`config.mk`:
```
export PLATFORM = sky130hd
export DESIGN_NAME = cdb_arbiter
export DESIGN_NICKNAME = d
export VERILOG_FILES = /design/src/rtl/cdb_arbiter.sv
export SDC_FILE = /design/constraint.sdc
export NUM_CORES = 1
export LEC_CHECK = 0
export CORE_AREA = 2 2 180 182
export CTS_BUF_LIST = sky130_fd_sc_hd__clkbuf_16
export DETAILED_ROUTE_END_ITERATION = 16
export DIE_AREA = 0 0 182 184
export PLACE_DENSITY = 0.62
export SLEW_MARGIN = 20
export SYNTH_ARGS = -nofsm -noshare
export SYNTH_HDL_FRONTEND = slang
export SYNTH_HIERARCHICAL = 1
export SYNTH_SLANG_ARGS = --single-unit
```
`constraint.sdc`:
```
create_clock -name clk -period 3.7 [get_ports clk]
set_clock_uncertainty 0.1 [all_clocks]
set_input_delay 0.74 -clock clk [delete_from_list [all_inputs] [get_ports clk]]
set_output_delay 0.74 -clock clk [all_outputs]
set_load 0.01 [all_outputs]
```
`src/rtl/cdb_arbiter.sv`:
```
// Common data bus arbiter: per-source result FIFOs feeding one registered broadcast.
// Define CDB_RR_ARB_EN for round-robin arbitration; otherwise lowest index wins.
package cdb_pkg;
  typedef struct packed {
    logic        valid;
    logic [4:0]  rob_idx;
    logic [4:0]  rd_addr;
    logic [31:0] data;
  } cdb_t;

  typedef struct packed {
    logic [4:0]  rob_idx;
    logic [4:0]  rd_addr;
    logic        regf_we;
    logic [31:0] data;
  } cdb_ent_t;
endpackage

module cdb_src_fifo
  import cdb_pkg::*;
#(
  parameter int DEPTH = 2
) (
  input  logic     clk,
  input  logic     rst,
  input  logic     clr,
  input  logic     push,
  input  logic     pop,
  input  cdb_ent_t din,
  output cdb_ent_t dout,
  output logic     empty,
  output logic     full
);
  localparam int AW = (DEPTH > 1) ? $clog2(DEPTH) : 1;
  localparam int CW = $clog2(DEPTH) + 1;

  cdb_ent_t      mem_q [DEPTH];
  cdb_ent_t      mem_d [DEPTH];
  logic [AW-1:0] wptr_q, wptr_d, rptr_q, rptr_d;
  logic [CW-1:0] cnt_q, cnt_d;

  // Caller guarantees push only when !full and pop only when !empty.
  always_comb begin
    mem_d  = mem_q;
    wptr_d = wptr_q;
    rptr_d = rptr_q;
    cnt_d  = cnt_q;
    if (push) begin
      mem_d[wptr_q] = din;
      wptr_d        = wptr_q + AW'(1);
    end
    if (pop) rptr_d = rptr_q + AW'(1);
    case ({push, pop})
      2'b10:   cnt_d = cnt_q + CW'(1);
      2'b01:   cnt_d = cnt_q - CW'(1);
      default: cnt_d = cnt_q;
    endcase
  end

  always_ff @(posedge clk) begin
    if (rst || clr) begin
      wptr_q <= '0;
      rptr_q <= '0;
      cnt_q  <= '0;
    end else begin
      wptr_q <= wptr_d;
      rptr_q <= rptr_d;
      cnt_q  <= cnt_d;
    end
  end

  always_ff @(posedge clk) mem_q <= mem_d;

  assign dout  = mem_q[rptr_q];
  assign empty = (cnt_q == '0);
  assign full  = (cnt_q == CW'(DEPTH));
endmodule

module cdb_arbiter
  import cdb_pkg::*;
#(
  parameter int NUM_SRC   = 3,
  parameter int BUF_DEPTH = 2
) (
  input  logic                     clk,
  input  logic                     rst,
  input  logic                     flush,
  input  logic [NUM_SRC-1:0]       fu_valid,
  output logic [NUM_SRC-1:0]       fu_ready,
  input  logic [NUM_SRC-1:0][4:0]  fu_rob_idx,
  input  logic [NUM_SRC-1:0][4:0]  fu_rd_addr,
  input  logic [NUM_SRC-1:0]       fu_regf_we,
  input  logic [NUM_SRC-1:0][31:0] fu_data,
  output cdb_t                     cdbus
);
  localparam int IW = (NUM_SRC > 1) ? $clog2(NUM_SRC) : 1;

  logic [NUM_SRC-1:0] push, pop, ne, full;
  cdb_ent_t           head [NUM_SRC];
  logic               gnt_vld;
  logic [IW-1:0]      gnt_idx;
  cdb_t               cdbus_q, cdbus_d;

  // A full buffer stays not-ready even if popped this cycle.
  assign fu_ready = ~full & {NUM_SRC{~rst & ~flush}};
  assign push     = fu_valid & fu_ready;

  for (genvar g = 0; g < NUM_SRC; g++) begin : g_src
    cdb_ent_t din;
    logic     empty;
    assign din.rob_idx = fu_rob_idx[g];
    assign din.rd_addr = fu_rd_addr[g];
    assign din.regf_we = fu_regf_we[g];
    assign din.data    = fu_data[g];

    cdb_src_fifo #(.DEPTH(BUF_DEPTH)) u_fifo (
      .clk   (clk),
      .rst   (rst),
      .clr   (flush),
      .push  (push[g]),
      .pop   (pop[g]),
      .din   (din),
      .dout  (head[g]),
      .empty (empty),
      .full  (full[g])
    );
    assign ne[g] = ~empty;
  end

`ifdef CDB_RR_ARB_EN
  logic [IW-1:0] rr_q, rr_d;

  function automatic logic [IW-1:0] rr_idx(input logic [IW-1:0] base, input int k);
    int s;
    s = (int'(base) + k) % NUM_SRC;
    return IW'(s);
  endfunction

  // Walk downwards so the nearest source after the last grant is assigned last.
  always_comb begin
    gnt_vld = 1'b0;
    gnt_idx = '0;
    for (int k = NUM_SRC; k >= 1; k--) begin
      if (ne[rr_idx(rr_q, k)]) begin
        gnt_vld = 1'b1;
        gnt_idx = rr_idx(rr_q, k);
      end
    end
  end

  always_comb begin
    rr_d = rr_q;
    if (gnt_vld && !flush) rr_d = gnt_idx;
  end

  always_ff @(posedge clk) begin
    if (rst) rr_q <= '0;
    else     rr_q <= rr_d;
  end
`else
  always_comb begin
    gnt_vld = 1'b0;
    gnt_idx = '0;
    for (int i = NUM_SRC - 1; i >= 0; i--) begin
      if (ne[i]) begin
        gnt_vld = 1'b1;
        gnt_idx = IW'(i);
      end
    end
  end
`endif

  always_comb begin
    pop = '0;
    if (gnt_vld && !flush) pop[gnt_idx] = 1'b1;
  end

  // Payload fields hold when nothing is broadcast; non-writing results carry rd 0.
  always_comb begin
    cdbus_d       = cdbus_q;
    cdbus_d.valid = 1'b0;
    if (gnt_vld && !flush) begin
      cdbus_d.valid   = 1'b1;
      cdbus_d.rob_idx = head[gnt_idx].rob_idx;
      cdbus_d.rd_addr = head[gnt_idx].regf_we ? head[gnt_idx].rd_addr : 5'd0;
      cdbus_d.data    = head[gnt_idx].data;
    end
  end

  always_ff @(posedge clk) begin
    if (rst) cdbus_q <= '0;
    else     cdbus_q <= cdbus_d;
  end

  assign cdbus = cdbus_q;
endmodule

```
After elaboration in Yosys (flattened, before gate mapping):

Index checks and enable logic that the tools add are counted.

* logic and storage cells: 131
* output and inout bits: 46
* bits of input ports: 135
* register bits after elaboration: 313

* reductions and logical operators: 13
* order comparisons: 12
* bitwise logic cells: 13
* $add $sub $neg: 12
* muxes and demuxes: 35
* equal/unequal tests: 9

Operators with widths (number)
* two-way mux 43 bit: 15
* bitwise mux 86 bit: 3
* demux 43 bit (select 1 bit): 3
* binary-select mux 43 bit (select 2 bit): 1
* == test 2 bit (second input constant): 6
* greater-or-equal comparator 2 bit (second input constant): 6
* NOT 1 -> 2 bit: 6
* case mux 2 bit (2 select lines): 3
* adder 1 bit (second input constant): 6
* adder 2 x 1 -> 2 bit (second input constant): 3
* bitwise AND 3 bit: 2
* == test 2 x 1 -> 1 bit (second input constant): 3
* logical NOT 2 bit: 3
* less-than comparator 2 x 1 -> 1 bit (second input constant): 3
* two-way mux 2 bit: 3
* nonzero test 2 bit: 3
* subtractor 2 x 1 -> 2 bit (second input constant): 3
* logical AND 1 bit: 5
* two-way mux 5 bit: 1
* two-way mux 1 bit: 4
* greater-or-equal comparator 3 bit (second input constant): 1
* less-than comparator 2 x 3 -> 1 bit (second input constant): 1
* two-way mux 3 bit: 1
* NOT 2 -> 3 bit: 1
* 7 further kinds: 8

Logic depth before layout (Yosys ltp):

Gate-level depths: netlist of run 1.

* depth after elaboration: 11
* depth in mapped cells: 9
* depth with buffers taken out: 8

Cells and area by module:

The synthesis of run 1 kept the hierarchy.

Modules (own cells, without submodules)
* cdb_src_fifo: seq. area each 2662.6 um^2, area each 3279.4 um^2, times used 3, cells each 154
* cdb_arbiter: seq. area each 860.8 um^2, area each 2557.5 um^2, times used 1, cells each 296

Least setup slack after synthesis of run 1:

Ideal clock, no wire load.

* kind: input to register
* start point: input rst
* end point: register g_src[0].u_fifo/mem_q[43] in the netlist's numbering, enable pin
* data arrival time: 3.375 ns
* required time: 3.156 ns
* slack: -0.219 ns
* stages on the path: 5
* cells stage by stage: clkbuf_1 nor3_1 and2_1 inv_1 nor2_1

* word-level cells in the longest chain between the ends: 4

Ends and longest elaborated chain
* start: declaration: RTL line 86 `input logic rst,`
* NOT 1 bit: RTL line 105 `assign fu_ready = ~full & {NUM_SRC{~rst & ~flush}};`
* bitwise AND 1 bit: RTL line 105
* bitwise AND 3 bit: RTL line 105
* net fu_ready[0]: RTL line 89 `output logic [NUM_SRC-1:0] fu_ready,`
* bitwise AND 3 bit: RTL line 106 `assign push = fu_valid & fu_ready;`
* net push[0]: RTL line 98 `logic [NUM_SRC-1:0] push, pop, ne, full;`
* end signal: assignment: RTL line 72 `always_ff @(posedge clk) mem_q <= mem_d;`
* end: declaration: RTL line 37 `cdb_ent_t mem_q [DEPTH];`

The timed path passes the listed nets, and every way through them passes these cells.
A chain may end at the register's enable or synchronous reset.

Worst setup path after layout of run 1:

* start point: input flush
* end point: output fu_ready[0]

* word-level cells in the longest chain between the ends: 3

Ends and longest elaborated chain
* start: declaration: RTL line 87 `input logic flush,`
* NOT 1 bit: RTL line 105
* bitwise AND 1 bit: RTL line 105
* bitwise AND 3 bit: RTL line 105
* end: declaration: RTL line 89

No other way between the ends.

==> impl_metrics.toml, run 1 <==
[cts]
ctsHoldBuffers = 0
worstSkewPairLatency_ns = 0.50
cts_buffers = 34
cts_tree = "done"
clkSlewWorstSetupHoldPaths_ns = 0.06
htreeDepth = 2
clk_path_buf_depth = 3
cts_root_buf = "clkbuf_16"
cts_setup_buffers = 0
clock_sinks = 313
cts_resized = 0

[power_and_ir_drop]
internal-power_mw = 6.10
power_switching_mw = 1.59
swShare_pct = 20.6
ir_worst_vdd_mv = 0.351
power_frac_comb_pct = 6.9
power_density_mw_per_mm2 = 487
p_clk_share_pct = 42.0
seqPwrFrac_pct = 51.1
leakage_nw = 5.22

[hold_path]
min_path_cells = 2
min_path_type = "reg -> reg"

[logic_synthesis]
synth_fa_ha_area_share_pct = 0.303
ys_ff_latch = 313
synth_nets = 896
synth_compound_area_share_pct = 7.76
yosysSeqAreaShare_pct = 71.4
ys.flop_type = "edfxtp_1"
synth_top_family_by_area = "multiplexers"
ys_async_sr_fraction_pct = 0
yosysUniqueCellTypes = 36
synth.avg_cell_area_sq_um = 16.4
synth-edff-count = 258
ys.warnings.count = 6
synth_xor_area_share_pct = 0.848
synth_simple_gate_area_share_pct = 5.67
syn-cell-area_sq_mm = 0.0124
synth.area.mux_share_pct = 11.7
synthCells = 758

[global_route]
antenna_found_initial = 0
grt_overflow = 0
grt_max_degree = 56
grt_pass1_wl_mm = 43.6
grt_pass1_vias = 7121
track_usage_pct = 17.4

[route]
wl_mm = 29.6
drc = 0
drt_iter0_drc = 496
ant_nets = 0
routed_via_density = 5.19
first_pass_iters = 4
wl_per_cell_microns = 21.6
vias = 7112

[place]
dp.cells = 1308
hpwl_mm = 19.5
place_area_sq_mm = 0.0147
preCtsSetupSlack_ns = 0.714
port_buffers = 180
routabilityCongestion = 0.769

[worst_setup_path]
worst_setup_path_start_kind = "input port"
cp-end-kind = "output pin"
cp.arrival_ns = 2.15
slowest_delay_ns = 0.60
cpMaxStageDelayCell = "clkdlybuf4s50_1"
cpMostUsedCell = "clkdlybuf4s50_1"
critical_path_buf_inv_count = 2
path_depth = 3
criticalPathCategory = "in -> out"
crit_required_ns = 2.86
ff2ff_path_depth = 6
cp_top_family = "buffers and inverters"
path_cells = "clkdlybuf4s50_1 -> nor3_1 -> clkdlybuf4s50_1"
cp_max_fo = 4

[timing]
finalWorstSetupSlack_ns = 0.709
maxSlewHeadroom_pct = 31.9
layout_worst_path_cycle_share_pct = 80.8
hold_viol = 0
finalMaxSlewViolations = 0
period_minus_slack_ns = 2.99
fmaxAchievable_mhz = 334
rsz0062_at_grt = "no"
setup_violations = 0
tns_ns = 0
tightestPinTransition_ns = 1.02

[floorplanning]
core.rowCount = 65
die_w_microns = 182
die_y_microns = 184
io_pins = 181
start_util_pct = 39.5
core_sq_mm = 0.0314
dieArea_sq_mm = 0.0335

[layout]
final_layout_size_suffix_gt1_share_pct = 24.1
layout_common_cells = "258 x edfxtp_1, 179 x clkdlybuf4s50_1, 129 x mux2_2"
register_area_sq_mm = 0.00885
num_antenna_cells = 0
final_common_cell = "edfxtp_1"
design_area_sq_mm = 0.0158
area_delta_synth_final_pct = 27.4
multi_input_area_sq_mm = 0.00330
layout.cells.non_filler = 1370
nFillCells = 2645
nets = 1080

[outcome]
status = "finished clean"

[flow_run]
cap_violations = 0
==> state kept, by name (all words and copies together), names as in the netlist <==
register	cells
g_src.u_fifo/mem_q	258
cdbus	43
g_src.u_fifo/cnt_q	6
g_src.u_fifo/wptr_q	3
g_src.u_fifo/rptr_q	3
==> stage by stage <==
step           util, %  total power, mW  hold slack [ns]
6_report          50.3             7.69            0.393
5_1_grt           50.3             7.95            0.421
4_1_cts           50.3             7.78            0.393
3_5_place_dp      46.9             4.54            0.381
3_3_place_gp      46.9             4.53            0.380
2_1_floorplan        -             4.21            0.368
==> Yosys cell counts, types with 6 or more instances <==
cell       number  share of area (%)
a221oi_1       17                1.2
a221oi_2       20                2.4
a22o_1          9               0.64
and2_1          6               0.30
buf_2          34                1.4
clkbuf_1       10               0.30
dfxtp_1        55                8.9
edfxtp_1      258                 63
mux2_2        129                 12
nand2_1        29               0.88
nor2_1         50                1.5
nor3_1         49                2.0
o2bb2ai_1      28                2.0
xnor2_1         9               0.64
==> cell type report <==
class | instances | share of cell area (%)
sequential | 313 | 56.1
clock buffer | 37 | 5.86
inverter | 6 | 0.143
tap | 402 | 3.18
multi-input combinational | 388 | 20.9
timing repair buffer | 199 | 12.8
clock inverter | 25 | 0.998
==> worst paths after layout <==
path	from	slack, ns	endpoint
setup / recovery	flush	0.71	fu_ready[0]
hold / removal	cdbus[21]	0.39	cdbus[21]
setup reg to reg	g_src[1].u_fifo/cnt_q[1]	1.04	g_src[2].u_fifo/cnt_q[1]
hold reg to reg	cdbus[21]	0.39	cdbus[21]
==> power by group through the flow <==
stage,clock network [mW],logic [mW],registers (mW)
floorplan,0,0.207,4.01
detailed placement,0,0.531,4.01
finish,3.23,0.530,3.93
CTS,3.31,0.534,3.93
global placement,0,0.526,4.00
global route,3.45,0.568,3.94
==> per-layer routing <==
metal | vias up | global-route usage (%) | part of all wire, %
li1 | 3324 | - | -
met1 | 3530 | 25.2 | 47
met2 | 215 | 26.5 | 45
met3 | 43 | 3.35 | 6.6
met4 | 0 | 5.39 | 2.4
met5 | - | 0 | 0
==> kinds of logic (layout without fill, tap and decap cells) <==
group           Yosys count  in the layout
flops                   313            313
simple gates            149            149
mux                     129            129
compound gates           95             95
buf+inv                  57            267
xor+xnor                 12             12
fa+ha+maj                 3              3
==> worst min-delay path, stage by stage (launching register included) <==
cell and delay [ns]:
dfxtp_1 0.31, nor2_1 0.09, nor3_1 0.05
Note: power is estimated with default switching activity, not from simulation.
==> run 2, diff against run 1 <==
PLACE_DENSITY = 0.6   (was 0.62)
clock period = 2.83 ns   (was 3.7 ns; I/O delays follow)
==> run 2 against run 1 <==
Against the previous run:
- critical path depth did not move
- global-route usage rose by 0.31 points
- die area did not move
- cell count rose by 1.2%
- largest cell class unchanged
==> impl_metrics.toml, run 2 (synthesis results as in run 1) <==
[worst_setup_path]
criticalPathCategory = "in -> out"
crit_required_ns = 2.16
cpMaxStageDelayCell = "clkdlybuf4s50_1"
cpMostUsedCell = "clkdlybuf4s50_1"
cp-end-kind = "output pin"
path_cells = "clkdlybuf4s50_1 -> nor3_1 -> clkdlybuf4s50_1"
worst_setup_path_start_kind = "input port"
cp.arrival_ns = 2.04
cp_max_fo = 5
slowest_delay_ns = 0.61

[route]
drc = 0
ant_nets = 0
vias = 7182
drt_iter0_drc = 508
first_pass_iters = 4
wl_per_cell_microns = 21.5
routed_via_density = 5.18
wl_mm = 29.8

[cts]
cts_setup_buffers = 0
ctsHoldBuffers = 0
cts_tree = "done"
cts_buffers = 35
clkSlewWorstSetupHoldPaths_ns = 0.06
cts_resized = 0
clk_path_buf_depth = 3
htreeDepth = 2
worstSkewPairLatency_ns = 0.51
clock_sinks = 313
cts_root_buf = "clkbuf_16"

[place]
preCtsSetupSlack_ns = 0.00605
hpwl_mm = 20.1
port_buffers = 180
place_area_sq_mm = 0.0149
routabilityCongestion = 0.802

[timing]
tns_ns = 0
period_minus_slack_ns = 2.70
setup_violations = 0
finalWorstSetupSlack_ns = 0.128
finalMaxSlewViolations = 0
hold_ws_ns = 0.361
maxSlewHeadroom_pct = 39.0
fmaxAchievable_mhz = 370
layout_worst_path_cycle_share_pct = 95.5
rsz0062_at_grt = "no"
tightestPinTransition_ns = 0.914
hold_viol = 0

[global_route]
grt_max_degree = 45
grt_use_met2_pct = 27.2
grt_util_met3_pct = 3.15
track_usage_pct = 17.7
grtUsageMet1_pct = 26.1
antenna_found_initial = 1
grt_pass1_wl_mm = 44.3
grt_overflow = 0
top_usage_layer = "met2"
grt_pass1_vias = 7239

[floorplanning]
die_w_microns = 182
dieArea_sq_mm = 0.0335
core.rowCount = 65
start_util_pct = 39.5
core_sq_mm = 0.0314
io_pins = 181
die_y_microns = 184

[layout]
design_area_sq_mm = 0.0160
area_delta_synth_final_pct = 29.5
nFillCells = 2616
final_layout_size_suffix_gt1_share_pct = 25.4
nets = 1095
layout_common_cells = "258 x edfxtp_1, 179 x clkdlybuf4s50_1, 129 x mux2_2"
final_core_util_pct = 51.1
final_common_cell = "edfxtp_1"
regMostFlops = "g_src.u_fifo/mem_q"
largest_reg_flops = 258

[power_and_ir_drop]
leakage_nw = 5.35
ir_worst_vdd_mv = 0.349
power_density_mw_per_mm2 = 638

[outcome]
status = "finished clean"

[flow_run]
cap_violations = 0

[hold_path]
min_path_type = "in -> reg"
## run 2: cell types whose count changed in the layout (fill, tap and decap cells not counted)
cell	delta
buf_12	+9
buf_4	+5
bufinv_16	+1
clkinv_1	-6
clkinv_2	+1
clkinvlp_4	+1
diode_2	+1
inv_1	+4
## run 2: metal layers
layer  wire [microns]  vias to the layer above
li1                 -                     3366
met5                0                        -
met4              458                        0
met3             1490                       37
met1            14400                     3594
met2            13400                      185
## run 2: area by class of cell
cell class	count	area, sq um	share of cell area (%)
diodes	1	2.50	0.0156
clock buffers	37	926	5.77
clock inverters	26	193	1.20
inverters	6	22.5	0.140
multi-input cells	388	3300	20.6
flip-flops and latches	313	8850	55.2
well taps	402	503	3.13
repair buffers	213	2240	14.0
## run 2: path summary, 6_finish.rpt
kind	from	to	slack, ns	depth (start not counted)
worst max-delay path	flush	fu_ready[1]	0.13	3
worst min-delay path	rst	g_src[2].u_fifo/cnt_q[1]	0.36	2
worst max register to register	g_src[1].u_fifo/cnt_q[1]	g_src[2].u_fifo/cnt_q[1]	0.25	6
worst min register to register	cdbus[3]	cdbus[3]	0.39	2
## run 2: where the power goes
group          internal [mW]  switching, mW  total, mW  leakage [nW]
registers               5.09         0.0401       5.13          2.79
logic                  0.375          0.346      0.722          1.97
clock network           2.63           1.75       4.38         0.581
## run 2: critical path: cells and delay by family
family                 cells  cell delay [ns]
AND/OR/NAND/NOR            1             0.31
buffers and inverters      2             1.15
## run 2: metrics by stage
step / power (mW) / instances
after floorplan: 5.51 / 758
after global placement: 5.94 / 1322
after detailed placement: 5.95 / 1322
after CTS: 10.3 / 1385
after global routing: 10.5 / 1386
final: 10.2 / 1386
==> run 3, diff against run 2 <==
MAX_ROUTING_LAYER = met4   (was unset)
==> run 3 against run 2 <==
Against the previous run:
- hold slack improved by 0.0020 ns
- global-route usage rose by 0.55 points
- via count barely moved
- clock power barely moved
- die area did not move
- clock-buffer cell count did not move
- routed wire length barely moved
- worst setup slack got worse by 0.0025 ns
- design area did not move
- total power barely moved
- core utilization did not move
- critical path type unchanged
- largest cell class unchanged
- largest power group unchanged
- highest routed layer unchanged
==> impl_metrics.toml, run 3 (synthesis results as in run 1) <==
[worst_setup_path]
cp_max_fo = 5
cp-end-kind = "output pin"
r2r-start = "g_src[1].u_fifo/cnt_q[1]"
crit_required_ns = 2.16
cp.arrival_ns = 2.04
r2r_slack_ns = 0.25
worst_setup_path_start_kind = "input port"
ff2ff_path_depth = 6
r2r_end = "g_src[2].u_fifo/cnt_q[1]"
criticalPathCategory = "in -> out"

[timing]
layout_worst_path_cycle_share_pct = 95.5
fmaxAchievable_mhz = 370
finalMaxSlewViolations = 0
maxSlewHeadroom_pct = 38.4
tns_ns = 0
tightestPinTransition_ns = 0.922
rsz0062_at_grt = "no"
hold_viol = 0
setup_violations = 0
period_minus_slack_ns = 2.70

[route]
wl_mm = 29.8
drc = 0
ant_nets = 0
routed_via_density = 5.18
wl_per_cell_microns = 21.5
first_pass_iters = 4
drt_iter0_drc = 528
vias = 7179

[layout]
regMostFlops = "g_src.u_fifo/mem_q"
largest_reg_flops = 258
design_area_sq_mm = 0.0160
nets = 1095
final_common_cell = "edfxtp_1"
layout_common_cells = "258 x edfxtp_1, 179 x clkdlybuf4s50_1, 129 x mux2_2"
area_delta_synth_final_pct = 29.5
final_layout_size_suffix_gt1_share_pct = 25.4

[cts]
worstSkewPairLatency_ns = 0.50
cts_tree = "done"
ctsHoldBuffers = 0
cts_setup_buffers = 0
cts_buffers = 35
cts_resized = 0
clk_path_buf_depth = 3
cts_root_buf = "clkbuf_16"
clkSlewWorstSetupHoldPaths_ns = 0.06
htreeDepth = 2
clock_sinks = 313

[power_and_ir_drop]
finalPower_mw = 10.2
ir_worst_vdd_mv = 0.351
power_density_mw_per_mm2 = 638
leakage_nw = 5.35

[global_route]
grt_max_degree = 45
grt_pass1_wl_mm = 44.3
track_usage_pct = 18.3
grt_overflow = 0
grt_pass1_vias = 7229
antenna_found_initial = 1

[place]
routabilityCongestion = 0.814
hpwl_mm = 20.1
place_area_sq_mm = 0.0149
port_buffers = 180

[outcome]
status = "finished clean"

[floorplanning]
core.rowCount = 65
core_sq_mm = 0.0314
die_w_microns = 182
dieArea_sq_mm = 0.0335
start_util_pct = 39.5
io_pins = 181
die_y_microns = 184

[hold_path]
min_to = "g_src[2].u_fifo/cnt_q[1]"
min_path_type = "in -> reg"
hp-start = "rst"
min_path_cells = 2

[flow_run]
cap_violations = 0
==> run 3: how the worst max path moves through the flow <==
stage | to | start | slack (ns)
2_1_floorplan | g_src[0].u_fifo/mem_q[43] | rst | 0.28
3_3_place_gp | g_src[1].u_fifo/cnt_q[1] | flush | 0.08
3_5_place_dp | g_src[1].u_fifo/cnt_q[1] | flush | 0.006
4_1_cts | fu_ready[0] | flush | 0.12
5_1_grt | fu_ready[0] | flush | 0.01
6_report | fu_ready[0] | flush | 0.13
==> run 3: layout make-up <==
cell class,count,area [sq um]
Fill cell,2616,15300
Clock inverter,26,193
Sequential cell,313,8850
Inverter,6,22.5
Multi-Input combinational cell,388,3300
Clock buffer,37,926
Timing Repair Buffer,213,2240
Tap cell,402,503
Antenna cell,1,2.50
==> run 3: critical path: stages <==
cell and delay [ns]:
clkdlybuf4s50_1 0.54, nor3_1 0.31, clkdlybuf4s50_1 0.62
==> run 3: stage by stage <==
step	worst slack, ns	util, %	hold WS, ns	cells
6_report	0.126	51.1	0.363	1386
5_1_grt	0.0108	51.1	0.362	1386
4_1_cts	0.122	51.1	0.354	1385
3_5_place_dp	0.00605	47.5	0.381	1322
3_3_place_gp	0.0833	47.5	0.379	1322
2_1_floorplan	0.279	-	0.368	758
==> run 3: metal layers <==
layer  GRT usage [%]  wire length, microns  up-vias  part of all wire (%)
li1                -                     -     3369                     -
met1            26.1                 14500     3574                    49
met2            27.3                 13400      199                    45
met3            3.07                  1520       37                   5.1
met4            4.48                   452        0                   1.5
met5               -                     0        -                     0
==> run 3: where the power goes <==
part	total, mW	switching (mW)	internal [mW]	leakage, nW
clock	4.38	1.75	2.63	0.581
sequential	5.13	0.0399	5.09	2.79
combinational	0.721	0.346	0.375	1.97
